`config.mk`:
```
export PLATFORM = sky130hd
export DESIGN_NAME = step_phase_decoder
export DESIGN_NICKNAME = d
export VERILOG_FILES = /design/src/rtl/step_pkg.sv /design/src/rtl/phase_sync_filter.sv /design/src/rtl/step_phase_decoder.sv
export SDC_FILE = /design/constraint.sdc
export NUM_CORES = 1
export LEC_CHECK = 0
export CORE_UTILIZATION = 34
export CTS_CLUSTER_DIAMETER = 60
export CTS_CLUSTER_SIZE = 24
export DETAILED_ROUTE_END_ITERATION = 10
export GPL_TIMING_DRIVEN = 0
export PLACE_DENSITY = 0.6
export SLEW_MARGIN = 40
export SYNTH_ARGS = -nofsm -noshare
export SYNTH_HDL_FRONTEND = slang
export SYNTH_SLANG_ARGS = --single-unit
```
`constraint.sdc`:
```
create_clock -name clk -period 5.1 [get_ports clk]
set_input_delay 1.02 -clock clk [delete_from_list [all_inputs] [get_ports clk]]
set_output_delay 1.02 -clock clk [all_outputs]
set_load 0.05 [all_outputs]
```
`src/rtl/step_pkg.sv`:
```
// Shared half-step phase patterns, tracker state and the pattern-to-index decoder
// used by both the drive side and the receive-side monitor.
package step_pkg;

    localparam logic [3:0] PH0    = 4'b1000;
    localparam logic [3:0] PH1    = 4'b1100;
    localparam logic [3:0] PH2    = 4'b0100;
    localparam logic [3:0] PH3    = 4'b0110;
    localparam logic [3:0] PH4    = 4'b0010;
    localparam logic [3:0] PH5    = 4'b0011;
    localparam logic [3:0] PH6    = 4'b0001;
    localparam logic [3:0] PH7    = 4'b1001;
    localparam logic [3:0] PH_OFF = 4'b0000;

    typedef enum logic {
        IDLE  = 1'b0,
        TRACK = 1'b1
    } state_t;

    typedef struct packed {
        logic       valid;
        logic [2:0] idx;
    } decode_t;

    // PH_OFF decodes as invalid here; callers screen it out before treating invalid as illegal.
    function automatic decode_t decode_phase(input logic [3:0] pattern);
        decode_t d;
        d.valid = 1'b1;
        d.idx   = 3'd0;
        case (pattern)
            PH0:     d.idx = 3'd0;
            PH1:     d.idx = 3'd1;
            PH2:     d.idx = 3'd2;
            PH3:     d.idx = 3'd3;
            PH4:     d.idx = 3'd4;
            PH5:     d.idx = 3'd5;
            PH6:     d.idx = 3'd6;
            PH7:     d.idx = 3'd7;
            default: d.valid = 1'b0;
        endcase
        return d;
    endfunction

endpackage

```
`src/rtl/phase_sync_filter.sv`:
```
// Two-flop synchronizer on the phase bus followed by a stability counter; emits a
// one-cycle accept strobe when a pattern has been seen STABLE_CYCLES times in a row.
module phase_sync_filter #(
    parameter int STABLE_CYCLES = 4
) (
    input  logic       clk,
    input  logic       reset,
    input  logic [3:0] phase_in,
    output logic [3:0] pattern,
    output logic       accept
);
    localparam int CNT_W = $clog2(STABLE_CYCLES + 1);
    localparam logic [CNT_W-1:0] CNT_MAX = CNT_W'(STABLE_CYCLES);

    logic [3:0]       sync1_reg;
    logic [3:0]       sync2_reg;
    logic [3:0]       last_reg;
    logic [CNT_W-1:0] cnt_reg;
    logic [CNT_W-1:0] cnt_next;
    logic             accept_reg;
    logic             accept_next;
    logic             changed;

    genvar gi;
    generate
        for (gi = 0; gi < 4; gi++) begin : g_sync
            always_ff @(posedge clk or posedge reset) begin
                if (reset) begin
                    sync1_reg[gi] <= 1'b0;
                    sync2_reg[gi] <= 1'b0;
                end else begin
                    sync1_reg[gi] <= phase_in[gi];
                    sync2_reg[gi] <= sync1_reg[gi];
                end
            end
        end
    endgenerate

    // A saturated counter still accepts again if the pattern just changed (STABLE_CYCLES = 1).
    always_comb begin
        changed     = (sync2_reg != last_reg);
        cnt_next    = cnt_reg;
        if (changed) begin
            cnt_next = CNT_W'(1);
        end else if (cnt_reg != CNT_MAX) begin
            cnt_next = cnt_reg + CNT_W'(1);
        end
        accept_next = (cnt_next == CNT_MAX) && (changed || (cnt_reg != CNT_MAX));
    end

    always_ff @(posedge clk or posedge reset) begin
        if (reset) begin
            last_reg   <= 4'b0000;
            cnt_reg    <= '0;
            accept_reg <= 1'b0;
        end else begin
            last_reg   <= sync2_reg;
            cnt_reg    <= cnt_next;
            accept_reg <= accept_next;
        end
    end

    assign pattern = last_reg;
    assign accept  = accept_reg;

endmodule

```
`src/rtl/step_phase_decoder.sv`:
```
// Receive-side half-step monitor: decodes filtered phase patterns into an index,
// tracks direction and signed position, and flags illegal patterns and skipped steps.
module step_phase_decoder
    import step_pkg::*;
#(
    parameter int POS_W         = 16,
    parameter int STABLE_CYCLES = 4,
    parameter int ERR_W         = 8
) (
    input  logic             clk,
    input  logic             reset,
    input  logic             clear,
    input  logic [3:0]       phase_in,
    output logic [2:0]       phase_idx,
    output logic [POS_W-1:0] position,
    output logic             dir,
    output logic             step_valid,
    output logic             locked,
    output logic             fault,
    output logic [ERR_W-1:0] err_count
);
    logic [3:0] flt_pattern;
    logic       flt_accept;

    phase_sync_filter #(
        .STABLE_CYCLES(STABLE_CYCLES)
    ) u_filter (
        .clk     (clk),
        .reset   (reset),
        .phase_in(phase_in),
        .pattern (flt_pattern),
        .accept  (flt_accept)
    );

    state_t           state_reg, state_next;
    logic [2:0]       phase_idx_reg, phase_idx_next;
    logic [POS_W-1:0] position_reg, position_next;
    logic             dir_reg, dir_next;
    logic             step_valid_reg, step_valid_next;
    logic             fault_reg, fault_next;
    logic [ERR_W-1:0] err_reg, err_next;
    decode_t          dec;
    logic [2:0]       delta;
    logic             err_event;

    always_comb begin
        state_next      = state_reg;
        phase_idx_next  = phase_idx_reg;
        position_next   = position_reg;
        dir_next        = dir_reg;
        step_valid_next = 1'b0;
        fault_next      = fault_reg;
        err_next        = err_reg;
        err_event       = 1'b0;
        dec             = decode_phase(flt_pattern);
        delta           = dec.idx - phase_idx_reg;

        if (flt_accept && (flt_pattern != PH_OFF)) begin
            if (!dec.valid) begin
                err_event  = 1'b1;
                state_next = IDLE;
            end else if (state_reg == IDLE) begin
                phase_idx_next = dec.idx;
                state_next     = TRACK;
            end else begin
                phase_idx_next = dec.idx;
                case (delta)
                    3'd0: ;
                    3'd1: begin
                        step_valid_next = 1'b1;
                        dir_next        = 1'b1;
                        position_next   = position_reg + POS_W'(1);
                    end
                    3'd7: begin
                        step_valid_next = 1'b1;
                        dir_next        = 1'b0;
                        position_next   = position_reg - POS_W'(1);
                    end
                    default: err_event = 1'b1;
                endcase
            end
        end

        if (err_event) begin
            fault_next = 1'b1;
            if (err_reg != {ERR_W{1'b1}}) begin
                err_next = err_reg + ERR_W'(1);
            end
        end

        // Clear overrides counters and the pulse, but the index reference and state still advance.
        if (clear) begin
            position_next   = '0;
            err_next        = '0;
            fault_next      = 1'b0;
            step_valid_next = 1'b0;
        end
    end

    always_ff @(posedge clk or posedge reset) begin
        if (reset) begin
            state_reg      <= IDLE;
            phase_idx_reg  <= 3'd0;
            position_reg   <= '0;
            dir_reg        <= 1'b0;
            step_valid_reg <= 1'b0;
            fault_reg      <= 1'b0;
            err_reg        <= '0;
        end else begin
            state_reg      <= state_next;
            phase_idx_reg  <= phase_idx_next;
            position_reg   <= position_next;
            dir_reg        <= dir_next;
            step_valid_reg <= step_valid_next;
            fault_reg      <= fault_next;
            err_reg        <= err_next;
        end
    end

    assign phase_idx  = phase_idx_reg;
    assign position   = position_reg;
    assign dir        = dir_reg;
    assign step_valid = step_valid_reg;
    assign locked     = (state_reg == TRACK);
    assign fault      = fault_reg;
    assign err_count  = err_reg;

endmodule

```
# Yosys cells after proc, flatten, opt, wreduce, memory -nomap -nowiden
# Cells that the tools add are included.
[totals]
reg_bits = 47
latch_bits = 0
ram_bits = 0
rom_bits = 0
input_bits = 7
output_inout_bits = 31
elab_cells = 81
n_memories = 0
[op_classes]
addsub = 5
n_mul = 0
div_mod_pow = 0
order_cmp = 0
eq_ne = 14
shift = 0
mux = 25
n_bitwise = 0
n_reduce_logical = 19
[ops]
columns = ["cell", "n"]
rows = [
  ["two-way mux 16 bit", 4],
  ["one-hot mux 16 bit (2 select lines)", 1],
  ["two-way mux 8 bit", 3],
  ["one-hot mux 3 bit (7 select lines)", 1],
  ["adder 16 x 1 -> 16 bit, second input constant", 1],
  ["subtractor 16 x 1 -> 16 bit, second input constant", 1],
  ["two-way mux 1 bit", 13],
  ["== test 4 bit, second input constant", 3],
  ["nonzero test 2 bit", 6],
  ["adder 8 x 1 -> 8 bit, second input constant", 1],
  ["== test 4 x 2 -> 1 bit, second input constant", 2],
  ["== test 4 x 3 -> 1 bit, second input constant", 2],
  ["inequality test 8 bit, second input constant", 1],
  ["AND reduction 4 bit", 2],
  ["OR reduction 8 bit", 1],
  ["== test 3 bit, second input constant", 2],
  ["two-way mux 3 bit", 2],
  ["== test 4 x 1 -> 1 bit, second input constant", 1],
  ["inequality test 4 bit", 1],
  ["AND reduction 2 bit", 2],
  ["nonzero test 4 bit", 1],
  ["adder 3 x 1 -> 3 bit, second input constant", 1],
  ["== test 3 x 1 -> 1 bit, second input constant", 1],
  ["logical NOT 3 bit", 1],
  ["other kinds (8)", 9],
]

# Logic depth before layout (Yosys ltp)
[logic_depth]
word_depth = 11
ltp_mapped = 18
mapped_depth_nobuf = 16

# Modules after synthesis
# Synthesis repeated with hierarchy kept, for this count alone.
[hier_totals]
hier_cells = 288
area_unflattened_um2 = 2846.5
[by_module_without_submodules]
columns = ["mod", "instances", "cells_per_inst", "area_each_um2", "seq_area_each_um2"]
rows = [
  ["step_phase_decoder", 1, 248, 2277.2, 775.7],
  ["phase_sync_filter", 1, 40, 569.3, 400.4],
]

# Worst setup path after synthesis
# OpenSTA, ideal clock, no wires.
[synth_timing]
kind = "register -> register"
from = "reg u_filter.last_reg[1] (netlist: u_filter.pattern[1])"
to = "reg position_reg[15] (netlist: position[15])"
setup_ns = 0.125
t_arrival_ns = 4.291
t_required_ns = 4.975
setup_slack_ns = 0.684
path_stages_with_launch = 19
path_buffers = 2
period_less_slack_ns = 4.416
cell_sequence = "dfrtp_1 > clkbuf_8 > xor2_1 > nand2_1 > ha_1 > inv_1 > fa_1 > xnor2_1 > or3_4 > a211o_4 > inv_1 > ha_1 > clkbuf_1 > o21ai_0 > a211oi_1 > nand3_1 > o21ai_0 > mux2_2 > mux2_2"
[synth_between]
elab_chain_cells = 9
elab_cells_between_ends = 25
classes_between = "add/sub (1); eq/ne (10); mux (7); reduce/logical (7)"
[synth_lines]
columns = ["item", "line", "text"]
rows = [
  ["from (decl)", "phase_sync_filter.sv:17", "logic [3:0] last_reg;"],
  ["from (signal assigned)", "phase_sync_filter.sv:57", "last_reg <= sync2_reg;"],
  ["== test 4 bit, or another cell as far along", "step_pkg.sv:30", "case (pattern)"],
  ["one-hot mux 3 bit (7 select lines)", "step_pkg.sv:30", ""],
  ["subtractor 3 bit", "step_phase_decoder.sv:56", "delta = dec.idx - phase_idx_reg;"],
  ["== test 3 bit or == test 3 x 1 -> 1 bit (tied branches)", "step_phase_decoder.sv:67", "case (delta)"],
  ["one-hot mux 16 bit (2 select lines)", "step_phase_decoder.sv:67", ""],
  ["two-way mux 16 bit", "step_phase_decoder.sv:62", "end else if (state_reg == IDLE) begin"],
  ["two-way mux 16 bit", "step_phase_decoder.sv:59", "if (!dec.valid) begin"],
  ["two-way mux 16 bit", "step_phase_decoder.sv:58", "if (flt_accept && (flt_pattern != PH_OFF)) begin"],
  ["two-way mux 16 bit", "step_phase_decoder.sv:92", "if (clear) begin"],
  ["to (signal assigned)", "step_phase_decoder.sv:112", "position_reg <= position_next;"],
  ["to (decl)", "step_phase_decoder.sv:37", "logic [POS_W-1:0] position_reg, position_next;"],
]
# Several ways; a longest one is shown, not always the timed one. The select of a mux whose other input is x is not followed.
# A chain may end at the register's enable or synchronous reset.

# Worst setup path in the final report
# Ends and elaborated chain as after synthesis.

==> impl.org <==
** Critical path
- In this design, the largest share of critical-path delay is due to compound AO/OA/AOI/OAI gates.
- Worst Path Required :: 5.31 ns
- Start-to-end type of the worst setup path :: reg2reg
- Data arrives at the worst endpoint at 4.98 ns.
- CP max stage delay :: 0.42 ns
- Critical path peak fanout :: 14
- Critical path buffer and inverter count :: 4
- The largest individual stage delay along the critical path comes from the cell sky130_fd_sc_hd__or3_4.
- The critical path goes through clkbuf_8, xor2_1, nand2_1, ha_1, inv_1, fa_1, xnor2_1, or3_4, a211o_4, clkinvlp_4, ha_1, clkbuf_1, o21ai_0, a211oi_2, nand3_1, o21ai_0, mux2_2, mux2_2.
- Endpoint type of the worst setup path :: register
- The worst setup path is launched from a register.

** Final layout
- Number of flip-flops under the largest register name :: 16
- In the final layout, the share of cells above drive strength 1 is 0.1050.
- Finished Layout Cells :: 467
- Relative to the synthesized area, the layout overhead comes to 20.85%.
- The number of antenna diodes in the final layout is 0.
- At the end of the flow, the number of nets in the layout was 388.

** Timing
- In the final timing run, aggregate negative setup slack is 0 ns.
- Post-route worst setup slack :: 0.3284 ns
- Clock skew on the completed layout was measured at 0.005997 ns.
- For the pin with the worst max-slew slack, the measured transition is 0.7316 ns.
- Min cycle time layout :: 4.772 ns
- Of the available clock period, the critical path in the final layout requires 0.9356.
- Relative max-transition margin :: 0.5078
- Number of hold violations in the final report :: 0
- Final setup violation count :: 0
- Setup repair after global routing missed its margin :: no
- Number of pins with negative max-slew slack in the final report :: 0
- Timing would allow up to 0.2096 GHz.

** Synthesis
- Proportion of register bits with asynchronous set or reset after synthesis :: 1.000
- Number of instances in the synthesized netlist :: 316
- Number of storage elements in the synthesis netlist :: 47
- Yosys attributes the largest share of cell area to sky130_fd_sc_hd__dfrtp_1 (39%), sky130_fd_sc_hd__ha_1 (7.5%), sky130_fd_sc_hd__a21oi_1 (4.3%), sky130_fd_sc_hd__o21ai_0 (3.2%), sky130_fd_sc_hd__nand2_1 (3.1%).
- Counting flops with a built-in enable in the synthesized netlist gives 0.
- The synthesized netlist occupies a cell area of 2994 sq um.
- For this run, the register share of the synthesized area comes to 0.3928.
- Post-synth top area cell :: sky130_fd_sc_hd__dfrtp_1
- Number of warning messages in the yosys log :: 0
- Of the post-synthesis cell area, the dominant cell type holds 0.3928.
- Synth Flop Type :: sky130_fd_sc_hd__dfrtp_1
- Counting distinct cell types in the post-synthesis netlist gives 60.
- Post-Synthesis Net Count :: 343
- Average size of a mapped cell :: 9.475 sq um

** Detailed routing
- Dividing the detail-routed via count by the number of cells gives 5.248.
- Number of search-and-repair iterations in the first detailed-routing pass :: 4
- After detailed routing, the number of remaining DRC violations is 0.
- Count of routing violations after the opening detailed-route iteration :: 130
- Overall via count from detail_route :: 2451
- After detailed routing, the average wire length per cell comes to 14.31 um.
- Count of antenna-violating nets left after detailed routing :: 0
- Aggregate routed wire length :: 6684 um

** Clock network
- TritonCTS clock tree :: yes
- In this run the deepest clock path goes through 2 buffers.
- Buffers inserted to repair hold after CTS numbered 0.
- Sinks on Clock Net :: 47
- Buffer count from post-CTS setup fixing :: 0
- Clock slew at reported path FFs :: 0.10 ns
- The clock reaches the later pin of the worst-skew pair after 0.31 ns.
- Total clock buffers created by CTS :: 5
- The tree is rooted in a sky130_fd_sc_hd__clkbuf_8.
- The clock tree synthesis step divided the H-tree into 2 levels.

** Power
- Net switching power :: 0.1846 mW
- Across the VDD grid, the largest voltage drop is 0.1146 mV.
- Sw frac :: 0.2682
- Relative contribution of combinational cells to total power :: 0.094
- Cell area power density :: 190.2 nW/um^2
- Internal power comes to 0.5037 mW.
- Summed over all cells, the static leakage comes to 1.518 nW.
- Of the total power, registers draw 0.555.
- Post-route total power :: 0.6882 mW
- Of the total power, the clock network draws 0.351.

** Global route
- Global-route usage over all layers :: 0.1606
- Largest net degree at the start of global routing :: 32
- Initial antenna violation count :: 0
- Vias in the first global route :: 2294
- Remaining global-route overflow :: 0
- Wire length of the first global-routing pass :: 11390 um

** Floorplan
- Measured along the x axis, the die boundary spans 95.84 um.
- Die H :: 95.84 um
- Core area :: 8382 sq um
- The floorplan has 33 rows.
- The initial utilization of the core area, before any placement, comes to 0.3572.
- The floorplan step defined a die boundary enclosing 9185 sq um.
- Top-level I/O count :: 38

** Placement
- Worst-case setup slack after placement :: 0.04240 ns
- Placer's final routability congestion estimate :: 0.8584
- The count of buffers added on input and output ports is 37.
- Placed cells :: 459
- Summed over all nets, the half-perimeter wirelength after detailed placement is 4866 um.

** Status
- Status :: complete, no violations

** Run
- Across the run, the number of max-cap violations was 0.

** Hold path
- In this run the worst hold path is classified as reg2reg.
==> cells in the final DEF, fill, tap and decap left out, types with 2 or more instances in the layout <==
master,Yosys,routed
sky130_fd_sc_hd__nand2_1,25,25
sky130_fd_sc_hd__nor3_1,7,7
sky130_fd_sc_hd__nand3_1,8,8
sky130_fd_sc_hd__nand2b_1,8,8
sky130_fd_sc_hd__o21ai_0,19,19
sky130_fd_sc_hd__nor2_1,25,25
sky130_fd_sc_hd__or3_1,4,4
sky130_fd_sc_hd__nand4_1,4,4
sky130_fd_sc_hd__inv_1,13,11
sky130_fd_sc_hd__a21oi_1,26,26
sky130_fd_sc_hd__ha_1,18,18
sky130_fd_sc_hd__o21a_1,2,2
sky130_fd_sc_hd__xnor2_1,8,8
sky130_fd_sc_hd__or3_2,3,3
sky130_fd_sc_hd__and2_1,3,3
sky130_fd_sc_hd__a211oi_1,6,5
sky130_fd_sc_hd__a311oi_1,2,2
sky130_fd_sc_hd__clkbuf_1,9,9
sky130_fd_sc_hd__clkbuf_8,3,8
sky130_fd_sc_hd__nor4_1,3,3
sky130_fd_sc_hd__clkdlybuf4s50_1,0,37
sky130_fd_sc_hd__or4_1,3,3
sky130_fd_sc_hd__nor2b_1,5,5
sky130_fd_sc_hd__dfrtp_1,47,47
sky130_fd_sc_hd__o31ai_1,4,4
sky130_fd_sc_hd__nand3b_1,5,5
sky130_fd_sc_hd__xor2_1,7,7
sky130_fd_sc_hd__buf_6,2,2
sky130_fd_sc_hd__fa_1,2,2
sky130_fd_sc_hd__a21o_1,8,8
sky130_fd_sc_hd__mux2_2,5,5
sky130_fd_sc_hd__o211ai_1,3,3
==> cells by family (layout without fill, tap and decap cells) <==
family / count (synthesis) / after routing / synth area share
buffers and inverters: 29 / 75 / 0.05181
flip-flops: 47 / 47 / 0.3928
AO/OA/AOI/OAI: 85 / 85 / 0.1926
multiplexers: 6 / 6 / 0.02382
adder cells (fa/ha/maj): 20 / 20 / 0.08859
XOR/XNOR: 16 / 16 / 0.05140
AND/OR/NAND/NOR: 113 / 113 / 0.1989
==> worst paths after layout <==
check	depth (start not counted)	endpoint	start	slack (ns)
setup / recovery	18	position[15]	u_filter.pattern[1]	0.33
hold / removal	0	u_filter.sync2_reg[0]	u_filter.sync1_reg[0]	0.36
setup reg to reg	18	position[15]	u_filter.pattern[1]	0.33
hold reg to reg	0	u_filter.sync2_reg[0]	u_filter.sync1_reg[0]	0.36
max in group asynchronous	3	position[9]	reset	3.69
min in group asynchronous	2	err_count[1]	reset	0.98
==> stage by stage <==
step / hold WS, ns / utilization / cell area [sq um]
detailed placement: 0.3363 / 0.4198 / 3518
global placement: 0.3331 / 0.4171 / 3496
finish: 0.3561 / 0.4317 / 3618
CTS: 0.3594 / 0.4307 / 3610
floorplan: 0.3312 / - / 2994
global route: 0.3700 / 0.4317 / 3618
==> worst reg2reg max path, delay by kind of cell (launching register included) <==
family,cells,cell delay (ns)
and+or+nand+nor,3,0.62
adders and majority gates,3,0.67
xor gates and xnor gates,2,0.35
muxes,2,0.65
buffers and inverters,4,0.80
AOI/OAI and AO/OA,4,1.21
DFF,1,0.38
==> Yosys cell counts, types with 5 or more instances <==
library cell and number:
sky130_fd_sc_hd__a211oi_1 6, sky130_fd_sc_hd__a21o_1 8, sky130_fd_sc_hd__a21oi_1 26, sky130_fd_sc_hd__clkbuf_1 9, sky130_fd_sc_hd__dfrtp_1 47, sky130_fd_sc_hd__ha_1 18
sky130_fd_sc_hd__inv_1 13, sky130_fd_sc_hd__mux2_2 5, sky130_fd_sc_hd__nand2_1 25, sky130_fd_sc_hd__nand2b_1 8, sky130_fd_sc_hd__nand3_1 8, sky130_fd_sc_hd__nand3b_1 5
sky130_fd_sc_hd__nor2_1 25, sky130_fd_sc_hd__nor2b_1 5, sky130_fd_sc_hd__nor3_1 7, sky130_fd_sc_hd__o21ai_0 19, sky130_fd_sc_hd__xnor2_1 8, sky130_fd_sc_hd__xor2_1 7
==> power groups by stage <==
| stage | sequential (mW) | combinational (mW) | clock (mW) |
|---|---|---|---|
| after floorplan | 0.390 | 0.0444 | 0 |
| after global placement | 0.389 | 0.0622 | 0 |
| after detailed placement | 0.389 | 0.0659 | 0 |
| after CTS | 0.382 | 0.0661 | 0.252 |
| after global routing | 0.383 | 0.0729 | 0.264 |
| final | 0.382 | 0.0649 | 0.242 |
==> final cells by class <==
cell class / instances / area [sq um]
Timing Repair Buffer: 38 / 390.4
Inverter: 13 / 55.05
Clock buffer: 5 / 68.82
Sequential cell: 47 / 1176
Multi-Input combinational cell: 240 / 1668
Fill cell: 806 / 4763
Clock inverter: 3 / 22.52
Tap cell: 105 / 131.4
Buffer: 16 / 106.4
==> layer usage <==
layer	wire length, um	global-route usage
met1	3405	0.2392
met3	291	0.02370
met5	0	0
met4	143	0.06219
met2	2844	0.2321
==> repair_timing <==
action,CTS,global route
endpoints found under the setup margin,0,1
endpoints found under the hold margin,0,0
resized for setup,0,2
Power figures use the tool's default switching activity.
